**config.mk**
```make
export PLATFORM = sky130hd
export DESIGN_NAME = yd_ram_arbiter
export DESIGN_NICKNAME = d
export VERILOG_FILES = /design/src/rtl/yd_ram_arbiter.sv
export SDC_FILE = /design/constraint.sdc
export NUM_CORES = 1
export LEC_CHECK = 0
export BUFFER_PORTS_ARGS = -buffer_cell sky130_fd_sc_hd__buf_4
export CAP_MARGIN = 20
export CORE_MARGIN = 4
export CORE_UTILIZATION = 30
export DETAILED_ROUTE_END_ITERATION = 10
export PLACE_DENSITY = 0.77
export SYNTH_ARGS = -nofsm -noshare
export SYNTH_HDL_FRONTEND = slang
export SYNTH_SLANG_ARGS = --single-unit
```
**constraint.sdc**
```tcl
create_clock -name clk -period 1.3 [get_ports clk]
set_input_delay 0.13 -clock clk [delete_from_list [all_inputs] [get_ports clk]]
set_output_delay 0.13 -clock clk [all_outputs]
set_load 0.01 [all_outputs]
```
**src/rtl/yd_ram_arbiter.sv**
```systemverilog
// yd_ram_arbiter: shares the single-port data RAM between the Yduck core load/store
// port (m0) and the debug/loader port (m1). One RAM access is issued per cycle and
// read data comes back one cycle later to whichever master issued the read.
// m1 may lock the RAM for bursts. A starvation guard breaks the lock after
// MAX_WAIT refused m0 cycles, so the core always makes forward progress.
// Build option: define ARB_RR_EN to arbitrate round-robin in IDLE.
// Without it, m0 has fixed priority over m1.
module yd_ram_arbiter #(
  parameter int DW       = 16,
  parameter int RAM_AW   = 7,
  parameter int MAX_WAIT = 8
) (
  input  logic              clk,
  input  logic              rst,
  input  logic              m0_req,
  input  logic              m0_we,
  input  logic [RAM_AW-1:0] m0_addr,
  input  logic [DW-1:0]     m0_wdata,
  output logic              m0_gnt,
  output logic              m0_rvalid,
  output logic [DW-1:0]     m0_rdata,
  input  logic              m1_req,
  input  logic              m1_we,
  input  logic [RAM_AW-1:0] m1_addr,
  input  logic [DW-1:0]     m1_wdata,
  input  logic              m1_lock,
  output logic              m1_gnt,
  output logic              m1_rvalid,
  output logic [DW-1:0]     m1_rdata,
  output logic              ram_en,
  output logic              ram_we,
  output logic [RAM_AW-1:0] ram_addr,
  output logic [DW-1:0]     ram_wdata,
  input  logic [DW-1:0]     ram_rdata
);

  localparam int CW = $clog2(MAX_WAIT + 1);
  localparam logic [CW-1:0] MAX_CNT = CW'(MAX_WAIT);

  typedef enum logic {IDLE, LOCK1} state_t;

  state_t        state, state_next;
  logic [CW-1:0] wait_cnt, wait_cnt_next;
  logic          rd_pend, rd_owner;
  logic          guard, rd_issue;
`ifdef ARB_RR_EN
  logic          rr_last;
`endif

  // A saturated wait counter while idle means the lock was just broken for m0
  assign guard    = (wait_cnt == MAX_CNT);
  assign rd_issue = ram_en & ~ram_we;

  // Grant selection, lock tracking and starvation counting
  always_comb begin
    m0_gnt        = 1'b0;
    m1_gnt        = 1'b0;
    state_next    = state;
    wait_cnt_next = wait_cnt;
    case (state)
      IDLE: begin
`ifdef ARB_RR_EN
        if (m0_req && (guard || !m1_req || rr_last))
          m0_gnt = 1'b1;
        else if (m1_req)
          m1_gnt = 1'b1;
`else
        if (m0_req)
          m0_gnt = 1'b1;
        else if (m1_req)
          m1_gnt = 1'b1;
`endif
        if (guard)
          wait_cnt_next = '0;
        if (m1_gnt && m1_lock) begin
          state_next    = LOCK1;
          wait_cnt_next = '0;
        end
      end
      LOCK1: begin
        m1_gnt = m1_req;
        if (m0_req && (wait_cnt != MAX_CNT))
          wait_cnt_next = wait_cnt + CW'(1);
        if (!m1_req || !m1_lock || (m0_req && (wait_cnt_next == MAX_CNT)))
          state_next = IDLE;
      end
      default: state_next = IDLE;
    endcase
    if (m0_gnt)
      wait_cnt_next = '0;
    if (rst) begin
      m0_gnt = 1'b0;
      m1_gnt = 1'b0;
    end
  end

  // State, counter and read-return pipeline registers
  always_ff @(posedge clk) begin
    if (rst) begin
      state    <= IDLE;
      wait_cnt <= '0;
      rd_pend  <= 1'b0;
      rd_owner <= 1'b0;
    end else begin
      state    <= state_next;
      wait_cnt <= wait_cnt_next;
      rd_pend  <= rd_issue;
      if (rd_issue)
        rd_owner <= m1_gnt;
    end
  end

`ifdef ARB_RR_EN
  // Remember which master won last so a tie goes to the other one
  always_ff @(posedge clk) begin
    if (rst)
      rr_last <= 1'b1;
    else if (m0_gnt)
      rr_last <= 1'b0;
    else if (m1_gnt)
      rr_last <= 1'b1;
  end
`endif

  assign ram_en    = m0_gnt | m1_gnt;
  assign ram_we    = m1_gnt ? m1_we : (m0_gnt & m0_we);
  assign ram_addr  = m1_gnt ? m1_addr : m0_addr;
  assign ram_wdata = m1_gnt ? m1_wdata : m0_wdata;

  assign m0_rvalid = rd_pend & ~rd_owner & ~rst;
  assign m1_rvalid = rd_pend & rd_owner & ~rst;
  assign m0_rdata  = m0_rvalid ? ram_rdata : '0;
  assign m1_rdata  = m1_rvalid ? ram_rdata : '0;

endmodule

```
== Word-level counts from Yosys, hierarchy flattened ==
Cells that the tools add are included.
Storage, ports and cells
  word-level logic and storage cells: 49
  output and inout port bits: 61
  flip-flop bits (word level): 7
  input port bits: 69
Operators by class
  mux-type cells: 21
  bitwise operators: 11
  eq/ne operators: 4
  reductions and logical operators: 8
  $add $sub $neg: 1
Operator list (number)
  $mux 16: 3
  $mux 4: 4
  $mux 1: 10
  $eq 4x4->1 const B: 2
  $pmux 4 s2: 1
  $mux 7: 1
  $and 1x1->1: 6
  $add 4x1->4 const B: 1
  $ne 4x4->1 const B: 1
  $not 1->1: 4
  $pmux 1 s2: 2
  $logic_and 1x1->1: 3
  $ne 3x3->1 const B: 1
  $logic_not 1->1: 2
  $logic_or 1x1->1: 2
  $reduce_or 2->1: 1
  $or 1x1->1: 1

== Logic depth before layout (Yosys ltp) ==
  word-level depth: 9
  depth in mapped cells: 6
  gate-level depth less buffers: 6

== Worst setup path after synthesis ==
Ideal clock, no wire load.
  path kind: register -> output
  start: register state
  end: output ram_wdata[10]
  cell stages (with the launch flop): 6
  setup slack: -0.101 ns
  buffers on the path: 2
  data arrival time: 1.271 ns
  required time: 1.170 ns
  cells stage by stage: dfxtp_1 > nand2b_4 > and2_4 > buf_6 > buf_12 > mux2_4
Between the ends
  word-level cells in the longest chain between the ends: 4
RTL lines
  start, declared: line 42  | state_t state, state_next;
  start signal, assigned: line 105  | state <= state_next;
  $not 1->1
  $pmux 1 s2 (*): line 60  | case (state)
  $mux 1 (*): line 91  | if (rst) begin
  net m1_gnt: line 27  | output logic m1_gnt,
  $mux 16 (*): line 128  | assign ram_wdata = m1_gnt ? m1_wdata : m0_wdata;
  end, declared: line 33  | output logic [DW-1:0] ram_wdata,
The timed path passes the listed nets; every way through them passes the cells marked *.

== Worst setup path in the final report ==
  start: register state
  end: output ram_wdata[1]
Between the ends
  word-level cells in the longest chain between the ends: 4
RTL lines (line)
  $not 1->1
  $pmux 1 s2 (*): 60
  $mux 1 (*): 91
  $mux 16 (*): 128
Mark *: on every way between the ends. The rest lies on a longest branch, timed or not.

==> results.md <==
* Status: finished, violations left
* Violated checks: setup timing
* Number of diodes at 0
* Die ar. at 0.00463 mm²
* P&R area growth vs syn at 152%
* TritonRoute pass-1 iters at 4
* Worst r2r src: wait_cnt[0]
* Fillers at 218
* Psw at 316 µW
* Critical Path Start Type: register
* Largest family of logic cells by synthesized area: simple AND/OR/NAND/NOR gates
* Synth Register Bits at 7
* Gr usage total at 19.0%
* Clock-pin slew on the worst setup and hold paths at 50 ps
* Initial antenna violation count at 0
* Die height at 68.0 µm
* Most common cell after layout, fill and taps aside: buf_4
* Core ar. at 0.00342 mm²
* Vias per std cell at 4.76
* Total Routed Length at 5380 µm
* PortBufs at 129
* Final Skew at 2.47 ps
* Fmax at 607 MHz
* Final setup viols at 57
* Grt ovf at 0
* Sw Ratio at 29.2%
* Worst Setup SP: state
* Pre-CTS setup slack at -71.6 ps
* Number of global-route vias before repair at 1492
* Cell Area, Synth at 0.00108 mm²
* Slew Limit Headroom at 83.5%
* Slew @ Worst Pin at 248 ps
* Clock network power share at 18.8%
* Io pins at 130
* Setup slack after layout at -349 ps
* Maximum VDD drop at 0.000374 V
* Total power at 1080 µW
* Synth cell types at 37
* Sequential Power Share at 20.6%
* Share of layout cells above drive strength 1 at 87.8%
* Sink Count at 7
* Main synth FF type: dfxtp_1
* Initial Utilization at 31.6%
* Final Wtd Congestion at 0.784
* Setup TNS at -10200 ps
* Synth Area per Inst at 9.01 µm²
* Syn_nets at 191
* HP Class: input pin to register
* Clk_lat worst skew at 260 ps
* Worst R2R Setup Slack at 30 ps
* Leakage at 0.00137 µW
* Unrepaired setup endpoints after global routing: true
* Synth warn at 0
* Pins Over Slew Limit at 0
* Wirelength per Cell at 17.0 µm
* Pwr Density at 398 mW/mm²
* Crit-path max FO at 8
* CTS tree: built
* Simple-Gate Fraction of Synth Area at 36.7%
* Critical path data arrival time at 1520 ps
* Detailed Place HPWL at 3700 µm
* First-pass GRT wire length at 6660 µm
* Root Buffer: clkbuf_4
* Total number of H-tree levels at 1
* Tcrit/Tclk final at 127%
* Compound-Gate Fraction of Synth Area at 8.33%
* Total CTS buffers at 3
* Cells after synthesis at 120
* Max-cap violations at 0
* Row Count at 21
* Most frequent cells in the layout: buf_4 (83), buf_6 (65), and2_4 (34), mux2_4 (23)
* Antenna viol nets, final at 0
* Largest net degree at the start of global routing at 18
* Final min period at 1650 ps
* Ys async rst share at 0%
* Initial DRC count at 38
* Critical path type: register to primary output
* Adder-Cell Fraction of Synth Area at 2.31%
* Final net count at 342
* WP data required at 1170 ps
* Internal Power at 767 µW
* CTS Buffer Depth at 2
* Crit end category: primary output
* Sequential fraction of the synthesis area at 13.0%
* Hold_sp: m0_we
* Die Wd at 68.0 µm
* XOR/XNOR Fraction of Synth Area at 0.810%
* Final hold viol count at 0
* Vias at 1503
* Multiplexer share of the synthesized area at 30.2%
* Combinational Power Share at 60.6%
* Post-synth EDFFs at 0
* DR DRC count at 0
==> worst max-delay path: stages, from the launching register on <==
cell       delay [ps]
dfxtp_4           340
nand2b_4          110
and2_4            200
clkbuf_16         180
mux2_4            310
buf_6             120
==> cell type report <==
class / count / area, µm² / share of cell area, %
Tap cell: 46 / 57.6 / 2.11
Multi-Input combinational cell: 104 / 1030 / 38.0
Inverter: 3 / 11.3 / 0.414
Timing Repair Buffer: 152 / 1440 / 52.9
Sequential cell: 7 / 151 / 5.56
Clock buffer: 4 / 26.3 / 0.966
==> routing by layer <==
| layer | vias up | wire length [µm] | GRT usage (%) |
|---|---|---|---|
| met5 | - | 0 | 0 |
| met4 | 0 | 110 | 6.20 |
| met3 | 13 | 448 | 5.09 |
| met2 | 62 | 3090 | 39.0 |
| met1 | 706 | 1730 | 17.6 |
| li1 | 722 | - | - |
==> final timing paths <==
check                                     to  cells past startpoint
worst min-delay path                 rd_pend                      3
worst max-delay path            ram_wdata[1]                      5
worst min register to register      rd_owner                      2
worst max register to register         state                      6
==> state kept, by name (all words and copies together) (netlist names) <==
| name | count |
|---|---|
| wait_cnt | 4 |
| rd_owner | 1 |
| rd_pend | 1 |
| state | 1 |
==> timing repair <==
action / in CTS / in global routing
pin swaps: 32 / 13
resized for setup: 82 / 42
cloned: 4 / 2
hold buffers: 0 / 0
endpoints found under the setup margin: 58 / 64
setup buffers: 3 / 4
==> power groups by stage <==
stage | sequential [µW] | clock (µW) | combinational (µW)
2_1_floorplan | 227 | 0 | 218
3_3_place_gp | 226 | 0 | 516
3_5_place_dp | 227 | 0 | 523
4_1_cts | 222 | 214 | 602
5_1_grt | 224 | 227 | 695
6_report | 223 | 204 | 657
==> stage by stage <==
step	instance area, µm²	instances	hold WS, ps	util [%]
after floorplan	1100	120	280	-
after global placement	2190	303	433	64.1
after detailed placement	2190	303	436	64.1
after CTS	2520	313	160	73.7
after global routing	2720	316	167	79.7
final	2720	316	164	79.7
==> logic make-up after synthesis <==
logic type,after synthesis
multiplexers,23
flip-flops,7
AND/OR/NAND/NOR,62
adder cells (fa/ha/maj),2
buffers and inverters,11
AO/OA/AOI/OAI,14
XOR/XNOR,1
==> Yosys cell counts, drive strengths merged, types with 2 or more instances <==
master,number,area share [%]
a21oi,5,2.3
nor2,2,0.69
and3b,2,1.6
buf,6,6.9
nand2b,2,1.9
nor2b,2,1.9
mux2,23,30
o21ai,2,0.93
nand3b,2,1.4
ha,2,2.3
inv,3,1.0
a21o,2,1.5
dfxtp,7,13
and2,34,20
or2,2,1.2
clkbuf,2,0.69
nand2,5,1.7
nand3,7,3.2
Note: power is estimated with default switching activity, not from simulation.
